### src/rtl/spi_arb_pkg.sv
// Shared types and defaults for the two-port SPI arbiter.
package spi_arb_pkg;

  localparam int DEF_ADDR_W  = 16;
  localparam int DEF_DATA_W  = 32;
  localparam int DEF_TIMEOUT = 1024;

  typedef enum logic [1:0] {
    ST_IDLE  = 2'd0,
    ST_ISSUE = 2'd1,
    ST_WAIT  = 2'd2,
    ST_RESP  = 2'd3
  } arb_state_e;

  typedef enum logic {
    GRANT_CPU = 1'b0,
    GRANT_DBG = 1'b1
  } grant_e;

  function automatic int cnt_width(input int limit);
    return (limit > 2) ? $clog2(limit) : 1;
  endfunction

endpackage

### src/rtl/spi_arb_timeout.sv
// WAIT-phase watchdog: counts enabled cycles and flags the last allowed one.
module spi_arb_timeout
  import spi_arb_pkg::*;
#(
  parameter int TIMEOUT = DEF_TIMEOUT
) (
  input  logic clk,
  input  logic reset,
  input  logic clear,
  input  logic enable,
  output logic expired
);

  localparam int               CNT_W = cnt_width(TIMEOUT);
  localparam logic [CNT_W-1:0] LIMIT = CNT_W'(TIMEOUT - 1);

  logic [CNT_W-1:0] count_reg;

  // Saturates at the limit so a stalled enable can never wrap around.
  always_ff @(posedge clk or posedge reset) begin
    if (reset) begin
      count_reg <= '0;
    end else if (clear) begin
      count_reg <= '0;
    end else if (enable && !expired) begin
      count_reg <= count_reg + 1'b1;
    end
  end

  assign expired = (count_reg == LIMIT);

endmodule

### src/rtl/spi_arbiter.sv
// Round-robin arbiter sharing one SPI master between a CPU port and a debug port.
module spi_arbiter
  import spi_arb_pkg::*;
#(
  parameter int ADDR_W  = DEF_ADDR_W,
  parameter int DATA_W  = DEF_DATA_W,
  parameter int TIMEOUT = DEF_TIMEOUT
) (
  input  logic              clk,
  input  logic              reset,
  input  logic              cpu_req_i,
  input  logic              cpu_rwb_i,
  input  logic [ADDR_W-1:0] cpu_addr_i,
  input  logic [DATA_W-1:0] cpu_wdata_i,
  output logic              cpu_ack_o,
  output logic [DATA_W-1:0] cpu_rdata_o,
  output logic              cpu_err_o,
  input  logic              dbg_req_i,
  input  logic              dbg_rwb_i,
  input  logic [ADDR_W-1:0] dbg_addr_i,
  input  logic [DATA_W-1:0] dbg_wdata_i,
  output logic              dbg_ack_o,
  output logic [DATA_W-1:0] dbg_rdata_o,
  output logic              dbg_err_o,
  output logic              spi_start_o,
  output logic              spi_rwb_o,
  output logic [ADDR_W-1:0] spi_addr_o,
  output logic [DATA_W-1:0] spi_wdata_o,
  input  logic              spi_busy_i,
  input  logic              spi_done_i,
  input  logic [DATA_W-1:0] spi_rdata_i,
  output logic              grant_o,
  output logic [1:0]        state_o
);

  arb_state_e        state_reg, state_next;
  grant_e            grant_reg, grant_next;
  logic              start_reg, start_next;
  logic              rwb_reg, rwb_next;
  logic [ADDR_W-1:0] addr_reg, addr_next;
  logic [DATA_W-1:0] wdata_reg, wdata_next;
  logic              cpu_ack_reg, cpu_ack_next, dbg_ack_reg, dbg_ack_next;
  logic              cpu_err_reg, cpu_err_next, dbg_err_reg, dbg_err_next;
  logic [DATA_W-1:0] cpu_rdata_reg, cpu_rdata_next, dbg_rdata_reg, dbg_rdata_next;
  logic [DATA_W-1:0] resp_rdata;
  logic              resp_err;
  logic              expired;

  spi_arb_timeout #(.TIMEOUT(TIMEOUT)) u_timeout (
    .clk     (clk),
    .reset   (reset),
    .clear   (state_reg == ST_ISSUE),
    .enable  (state_reg == ST_WAIT),
    .expired (expired)
  );

  always_ff @(posedge clk or posedge reset) begin
    if (reset) begin
      state_reg     <= ST_IDLE;
      grant_reg     <= GRANT_DBG;
      start_reg     <= 1'b0;
      rwb_reg       <= 1'b1;
      addr_reg      <= '0;
      wdata_reg     <= '0;
      cpu_ack_reg   <= 1'b0;
      dbg_ack_reg   <= 1'b0;
      cpu_err_reg   <= 1'b0;
      dbg_err_reg   <= 1'b0;
      cpu_rdata_reg <= '0;
      dbg_rdata_reg <= '0;
    end else begin
      state_reg     <= state_next;
      grant_reg     <= grant_next;
      start_reg     <= start_next;
      rwb_reg       <= rwb_next;
      addr_reg      <= addr_next;
      wdata_reg     <= wdata_next;
      cpu_ack_reg   <= cpu_ack_next;
      dbg_ack_reg   <= dbg_ack_next;
      cpu_err_reg   <= cpu_err_next;
      dbg_err_reg   <= dbg_err_next;
      cpu_rdata_reg <= cpu_rdata_next;
      dbg_rdata_reg <= dbg_rdata_next;
    end
  end

  always_comb begin
    state_next     = state_reg;
    grant_next     = grant_reg;
    start_next     = 1'b0;
    rwb_next       = rwb_reg;
    addr_next      = addr_reg;
    wdata_next     = wdata_reg;
    cpu_ack_next   = 1'b0;
    dbg_ack_next   = 1'b0;
    cpu_err_next   = 1'b0;
    dbg_err_next   = 1'b0;
    cpu_rdata_next = cpu_rdata_reg;
    dbg_rdata_next = dbg_rdata_reg;
    resp_rdata     = '0;
    resp_err       = 1'b0;

    case (state_reg)
      ST_IDLE: begin
        if ((cpu_req_i || dbg_req_i) && !spi_busy_i) begin
          state_next = ST_ISSUE;
          start_next = 1'b1;
          // On a tie, the port that did not own the master last time goes first.
          if (cpu_req_i && dbg_req_i) begin
            grant_next = (grant_reg == GRANT_CPU) ? GRANT_DBG : GRANT_CPU;
          end else if (dbg_req_i) begin
            grant_next = GRANT_DBG;
          end else begin
            grant_next = GRANT_CPU;
          end
          if (grant_next == GRANT_DBG) begin
            rwb_next   = dbg_rwb_i;
            addr_next  = dbg_addr_i;
            wdata_next = dbg_wdata_i;
          end else begin
            rwb_next   = cpu_rwb_i;
            addr_next  = cpu_addr_i;
            wdata_next = cpu_wdata_i;
          end
        end
      end
      ST_ISSUE: state_next = ST_WAIT;
      ST_WAIT: begin
        // A done arriving on the expiry cycle still counts as a good completion.
        if (spi_done_i || expired) begin
          state_next = ST_RESP;
          resp_err   = !spi_done_i;
          resp_rdata = (spi_done_i && rwb_reg) ? spi_rdata_i : '0;
          if (grant_reg == GRANT_DBG) begin
            dbg_ack_next   = 1'b1;
            dbg_err_next   = resp_err;
            dbg_rdata_next = resp_rdata;
          end else begin
            cpu_ack_next   = 1'b1;
            cpu_err_next   = resp_err;
            cpu_rdata_next = resp_rdata;
          end
        end
      end
      ST_RESP: state_next = ST_IDLE;
      default: state_next = ST_IDLE;
    endcase
  end

  assign cpu_ack_o   = cpu_ack_reg;
  assign cpu_err_o   = cpu_err_reg;
  assign cpu_rdata_o = cpu_rdata_reg;
  assign dbg_ack_o   = dbg_ack_reg;
  assign dbg_err_o   = dbg_err_reg;
  assign dbg_rdata_o = dbg_rdata_reg;
  assign spi_start_o = start_reg;
  assign spi_rwb_o   = rwb_reg;
  assign spi_addr_o  = addr_reg;
  assign spi_wdata_o = wdata_reg;
  assign grant_o     = grant_reg;
  assign state_o     = state_reg;

endmodule

### config.mk
export PLATFORM = sky130hd
export DESIGN_NAME = spi_arbiter
export DESIGN_NICKNAME = d
export VERILOG_FILES = /design/src/rtl/spi_arb_pkg.sv /design/src/rtl/spi_arb_timeout.sv /design/src/rtl/spi_arbiter.sv
export SDC_FILE = /design/constraint.sdc
export NUM_CORES = 1
export LEC_CHECK = 0
export CORE_MARGIN = 2
export CORE_UTILIZATION = 35
export DETAILED_ROUTE_END_ITERATION = 10
export PLACE_DENSITY_LB_ADDON = 0.05
export REMOVE_ABC_BUFFERS = 1
export SYNTH_ARGS = -nofsm -noshare
export SYNTH_HDL_FRONTEND = slang
export SYNTH_HIERARCHICAL = 1
export SYNTH_SLANG_ARGS = --single-unit
### constraint.sdc
create_clock -name clk -period 4.8 [get_ports clk]
set_input_delay 0.48 -clock clk [delete_from_list [all_inputs] [get_ports clk]]
set_output_delay 0.48 -clock clk [all_outputs]
set_load 0.02 [all_outputs]
; Yosys cells after proc, flatten, opt, wreduce, memory -nomap -nowiden
; Cells that the tools add are included.
[totals]
regBits = 131
input_bits = 136
output_inout_bits = 121
wordCells = 63
[classes]
addsub = 1
n_eq_ne = 6
mux = 27
bitwise_logic = 1
reduce_logical = 15
[ops]
columns = operator, count
row1 = two-way mux 32 bit, 2
row2 = two-way mux 10 bit, 2
row3 = two-way mux 1 bit, 19
row4 = two-way mux 16 bit, 1
row5 = adder 10 x 1 -> 10 bit (second input constant), 1
row6 = == test 10 bit (second input constant), 1
row7 = one-hot mux 2 bit (4 select lines), 1
row8 = AND reduction 3 bit, 2
row9 = == test 2 bit (second input constant), 2
row10 = logical AND 1 bit, 4
row11 = two-way mux 2 bit, 2
row12 = != test 2 bit (second input constant), 2
row13 = AND reduction 2 bit, 2
row14 = logical NOT 1 bit, 3
row15 = == test 2 x 1 -> 1 bit (second input constant), 1
row16 = logical NOT 2 bit, 1
row17 = logical OR 1 bit, 2
row18 = nonzero test 2 bit, 1
row19 = inverter 1 bit, 1

; Logic depth before layout (Yosys ltp)
; Gate-level depths: netlist of run 1.
[logic_depth]
ltp_word = 5
depth_mapped = 7
depth_no_buf = 6

; Cells and area by module
; The synthesis of run 1 kept the hierarchy.
[by_module_without_submodules]
columns = module, instances, cells_each, area_per_inst_um2, seq_area_each_um2
row1 = spi_arbiter, 1, 471, 5372.7, 3030.4
row2 = spi_arb_timeout, 1, 66, 635.6, 250.2

; Worst setup path after synthesis of run 1
; Ideal clock, no wire load.
[synth_timing]
path_type = register -> register
startpoint = register u_timeout.count_reg[0]
endpoint = register cpu_rdata_reg[0], in the netlist cpu_rdata_o[0]
setup_ns = 0.125
arrival_time_ns = 2.033
t_required_ns = 4.675
slack_ns = 2.642
path_stages_with_launch = 8
n_path_buf = 1
synth_period_minus_slack_ns = 2.158
cell_sequence = dfrtp_1 > ha_1 > nand2_1 > nor3_1 > o21ai_4 > nor2_4 > buf_6 > mux2_4
[synth_between]
elab_chain_len = 3
[synth_rtl]
columns = element, line
row1 = "start, declared", spi_arb_timeout.sv:17  ; logic [CNT_W-1:0] count_reg;
row2 = "start signal, assigned", spi_arb_timeout.sv:26  ; count_reg <= count_reg + 1'b1;
row3 = == test 10 bit, spi_arb_timeout.sv:30  ; assign expired = (count_reg == LIMIT);
row4 = named net expired, spi_arbiter.sv:47  ; logic expired;
row5 = logical OR 1 bit, spi_arbiter.sv:130  ; if (spi_done_i || expired) begin
row6 = AND reduction 3 bit (no source line), -
row7 = "end signal, assigned", spi_arbiter.sv:82  ; cpu_rdata_reg <= cpu_rdata_next;
row8 = "end, declared", spi_arbiter.sv:44  ; logic [DATA_W-1:0] cpu_rdata_reg, cpu_rdata_next, dbg_rdata_reg, dbg_rdata_next;
; The timed path passes the listed nets, and every way through them passes these cells.
; A chain may end at the register's enable or synchronous reset.

; Worst setup path after layout of run 1
[layout_timing]
startpoint = register u_timeout.count_reg[0]
endpoint = register cpu_rdata_reg[13], in the netlist cpu_rdata_o[13]
; Same word-level chain as after synthesis.

==> impl_metrics.tcl, run 1 <==
set metrics [dict create \
    ant_nets 0 \
    die_y_um 135 \
    final_common_cell "clkdlybuf4s50_1" \
    status "finished, final reports clean" \
    core-area_mm2 0.0167 \
    insertion_delay_ps 410 \
    first_iter_violations 214 \
    setup_viol 0 \
    diodes 0 \
    crit_chain "ha_1 > nand2_1 > nor3_1 > o21ai_4 > nor2_4 > mux2_2" \
    worstPathArrival_ps 3310 \
    hpwl_um 12500 \
    synth_cells 537 \
    synth-async-reset-ratio 1.00 \
    p_sw_uw 2130 \
    finalClockSkew_ps 6.67 \
    cts_resized 0 \
    p_total_uw 5660 \
    clockPowerShare 0.212 \
    synth_top_family_by_area "compound AO/OA/AOI/OAI gates" \
    tns_ps 0 \
    vias 5076 \
    start_util 0.360 \
    drt-total-wl_um 17400 \
    gr-usage-met3 0.0706 \
    worstPathRequired_ps 5090 \
    gp_congestion 0.782 \
    instances_no_fill 1009 \
    synth_flop_cell "dfrtp_1" \
    crit_fanout 37 \
    cp_slowest_cell "nor3_1" \
    power_frac_seq 0.325 \
    synthMuxAreaShare 0.144 \
    placed_cells 978 \
    cts-buffers-inserted 17 \
    cts.sinks 131 \
    netlist_area_mm2 0.00601 \
    drive_gt1_frac 0.104 \
    avgSynthCellArea_um2 11.2 \
    die_area_mm2 0.0182 \
    cp-start-kind "flip-flop" \
    hold_class "primary input to asynchronous set/reset pin" \
    synth_seq_cells 131 \
    grt_pass1_wl_um 27800 \
    antenna_found_initial 0 \
    slowest_delay_ps 690 \
    max_freq_mhz 332 \
    layout.nets 919 \
    wl_per_cell_um 17.3 \
    p_int_uw 3520 \
    first_global_vias 5172 \
    rows 47 \
    use_met1 0.245 \
    hold_violations 0 \
    worstMarginPinSlew_ps 887 \
    clock-root-buffer "clkbuf_16" \
    p_leak_uw 0.00400 \
    maxSlewViolCount 0 \
    worstSetupPathType "flip-flop to flip-flop" \
    cts_hold_buf 0 \
    grt_use_total 0.196 \
    swShare 0.377 \
    worst_slew_margin_rel 0.406 \
    yosysUniqueCellTypes 48 \
    grtUsageMet2 0.319 \
    power_frac_comb 0.463 \
    cap_violations 0 \
    areaGrowthSynthToFinish_pct 53.5 \
    period_needed_ps 3010 \
    grt_max_degree 61 \
    synth_adder_area_share 0.0125 \
    overflow 0 \
    final_cell_mix "clkdlybuf4s50_1, o21ai_0, dfrtp_1, mux2i_1, nand2_1" \
    ys_seq_area_frac 0.546 \
    synth_compound_area_frac 0.174 \
    clock_path_buffers 2 \
    grt_busiest_layer "met2" \
    cts_post_setup_buffers_inserted 0 \
    viasPerCell 5.03 \
    yosys_warnings 6 \
    dr.pass1.iters 4 \
    path_clk_slew_ps 60 \
    htreeDepth 4 \
    port_buffers 256 \
    rsz0062_at_grt "false" \
    end_kind "flip-flop" \
    io_pins 257 \
    synth_xor_area_frac 0 \
    powerDensity_mw_per_mm2 613 \
    tritoncts "done" \
    synth_edf_count 0 \
    vdd.ir_drop.worst_mv 0.305 \
    drc 0 \
    chipWidth_um 135 \
    synth_simple_gate_area_frac 0.0760 \
    fin_crit_sh 0.628 \
]
[synth_stat cells (all sizes together) (3+ instances only)]
master	instances	area share
o21ai	136	0.12
ha	6	0.012
a311oi	3	0.0044
nand2	40	0.025
nor2b	4	0.0042
buf	20	0.027
a41oi	4	0.0058
a211oi	5	0.0079
nor3	3	0.0025
and3	18	0.019
mux2i	49	0.082
nor2	6	0.0050
nand3	3	0.0033
inv	8	0.0050
a21oi	4	0.0040
nand4	3	0.0031
mux2	30	0.062
dfrtp	129	0.54
o31ai	18	0.022
clkbuf	24	0.015
[routing by layer]
metal  up-vias  wire (um)
li1       2420          -
met1      2424       7070
met2       216       8580
met3        16       1480
met4         0        285
met5         -          0
[critical path, delay by kind of cell, from the launching register on]
kind / cells / cell delay (ps)
AND/OR/NAND/NOR: 3 / 1350
flip-flops: 1 / 430
multiplexers: 1 / 400
AO/OA/AOI/OAI: 1 / 380
adder cells (fa/ha/maj): 1 / 330
[final cells by class]
type                            instances  area, um2
Multi-Input combinational cell        354       2450
Clock inverter                         12        109
Tap cell                              220        275
Fill cell                            1445       7480
Sequential cell                       131       3280
Inverter                                8       32.5
Timing Repair Buffer                  265       2630
Clock buffer                           19        443
[power by group through the flow]
| stage | registers, uW | clock network, uW | logic (uW) |
|---|---|---|---|
| global route | 1900 | 1280 | 2820 |
| detailed placement | 1850 | 0 | 2640 |
| floorplan | 2400 | 0 | 731 |
| CTS | 1840 | 1230 | 2650 |
| finish | 1840 | 1200 | 2620 |
| global placement | 1840 | 0 | 2600 |
[cell families after synthesis]
family / count (synthesis)
mux: 79
fa+ha+maj: 6
flops: 131
compound gates: 180
simple gates: 89
buf+inv: 52
[path summary, 6_finish.rpt]
path | startpoint | endpoint | slack (ps) | depth (start not counted)
worst max-delay path | u_timeout/count_reg[0] | cpu_rdata_o[13] | 1790 | 6
worst min-delay path | reset | u_timeout/count_reg[1] | 480 | 2
worst max register to register | u_timeout/count_reg[0] | cpu_rdata_o[13] | 1790 | 6
worst min register to register | dbg_rdata_o[29] | dbg_rdata_o[29] | 480 | 2
max in group asynchronous | reset | cpu_rdata_o[6] | 3220 | 3
min in group clk | dbg_rdata_o[29] | dbg_rdata_o[29] | 480 | 2
[stage by stage]
| stage | util | setup WS (ps) | hold slack (ps) | cell area, um2 |
|---|---|---|---|---|
| after floorplan | - | 1110 | 320 | 5760 |
| after global placement | 0.519 | 1890 | 463 | 8670 |
| after detailed placement | 0.519 | 1780 | 471 | 8670 |
| after CTS | 0.552 | 1790 | 483 | 9220 |
| after global routing | 0.552 | 1540 | 500 | 9220 |
| final | 0.552 | 1790 | 477 | 9220 |
Note: power is estimated with default switching activity, not from simulation.
==> inputs of run 2 (changes only) <==
clock period = 2.7 ns   (was 4.8 ns; I/O delays follow)
==> impl_metrics.tcl, run 2 (synthesis gave the netlist of run 1 again) <==
set metrics [dict create \
    wl_per_cell_um 17.4 \
    cts_resized 0 \
    core-area_mm2 0.0167 \
    final_cell_mix "clkdlybuf4s50_1, o21ai_0, dfrtp_1, mux2i_1, nand2_1" \
    dr.pass1.iters 4 \
    die_y_um 135 \
    rsz0062_at_grt "false" \
    clock-root-buffer "clkbuf_16" \
    cap_violations 0 \
    maxSlewViolCount 0 \
    max_freq_mhz 426 \
    chipWidth_um 135 \
    tritoncts "done" \
    cts_post_setup_buffers_inserted 0 \
    worstPathArrival_ps 2640 \
    cp-start-kind "flip-flop" \
    antenna_found_initial 0 \
    start_util 0.360 \
    placed_cells 985 \
    die_area_mm2 0.0182 \
    vias 5106 \
    hold_violations 0 \
    clock_path_buffers 2 \
    drc 0 \
    worstMarginPinSlew_ps 715 \
    drive_gt1_frac 0.112 \
    overflow 0 \
    worstPathRequired_ps 2990 \
    areaGrowthSynthToFinish_pct 56.4 \
    rows 47 \
    status "finished, final reports clean" \
    first_iter_violations 228 \
    worstSetupPathType "flip-flop to flip-flop" \
    vdd.ir_drop.worst_mv 0.463 \
    p_total_uw 10400 \
    layout.nets 926 \
    grt_max_degree 51 \
    drt-total-wl_um 17700 \
    cts.sinks 131 \
    setup_viol 0 \
    worst_slew_margin_rel 0.521 \
    grt_pass1_wl_um 28000 \
    viasPerCell 5.02 \
    cts-buffers-inserted 17 \
    hpwl_um 12800 \
    powerDensity_mw_per_mm2 1110 \
    cts_hold_buf 0 \
    hold_class "primary input to asynchronous set/reset pin" \
    final_common_cell "clkdlybuf4s50_1" \
    p_leak_uw 0.00409 \
    period_needed_ps 2350 \
    ant_nets 0 \
    tns_ps 0 \
    grt_use_total 0.197 \
    htreeDepth 4 \
    fin_crit_sh 0.870 \
    end_kind "flip-flop" \
    path_clk_slew_ps 60 \
    instances_no_fill 1017 \
    port_buffers 256 \
    insertion_delay_ps 410 \
    diodes 0 \
    gp_congestion 0.822 \
    io_pins 257 \
    crit_fanout 8 \
    finalClockSkew_ps 9.85 \
    first_global_vias 5208 \
]
==> run 2: layer usage <==
metal	up-vias	routed length, um	track usage
li1	2432	-	-
met4	0	231	0.0608
met1	2465	7550	0.250
met3	13	1260	0.0627
met5	-	0	0
met2	196	8690	0.325
==> run 2: final timing paths <==
path	slack, ps	startpoint	cells past startpoint	end
max in group asynchronous	1650	reset	3	spi_rwb_o
min in group clk	430	spi_rdata_i[27]	3	cpu_rdata_o[27]
worst max register to register	350	u_timeout/count_reg[0]	7	state_o[1]
worst max-delay path	350	u_timeout/count_reg[0]	7	state_o[1]
worst min register to register	480	dbg_rdata_o[14]	2	dbg_rdata_o[14]
worst min-delay path	290	reset	2	u_timeout/count_reg[8]
==> run 2: where the power goes <==
| group | switching (uW) | internal (uW) |
|---|---|---|
| clock | 822 | 1620 |
| sequential | 500 | 2790 |
| combinational | 2470 | 2230 |
| total | 3800 | 6630 |
==> run 2: metrics by stage <==
step	util	hold slack (ps)	area [um2]	worst slack [ps]
finish	0.563	293	9400	350
global route	0.563	329	9400	199
floorplan	-	110	5760	-781
global placement	0.525	464	8760	228
CTS	0.562	304	9390	114
detailed placement	0.525	475	8760	135
==> run 2: area by class of cell <==
class,count,area [um2]
Fill cell,1465,7300
Sequential cell,131,3280
Timing Repair Buffer,272,2720
Multi-Input combinational cell,354,2460
Clock buffer,23,478
Tap cell,220,275
Clock inverter,9,151
Inverter,8,32.5
==> run 2: critical path, stage by stage (launching register included) <==
cell and delay (ps):
dfrtp_1 420, ha_1 350, nand2_1 160, nor3_2 410
buf_4 200, nor2_1 60, a22oi_1 270, mux2_2 370
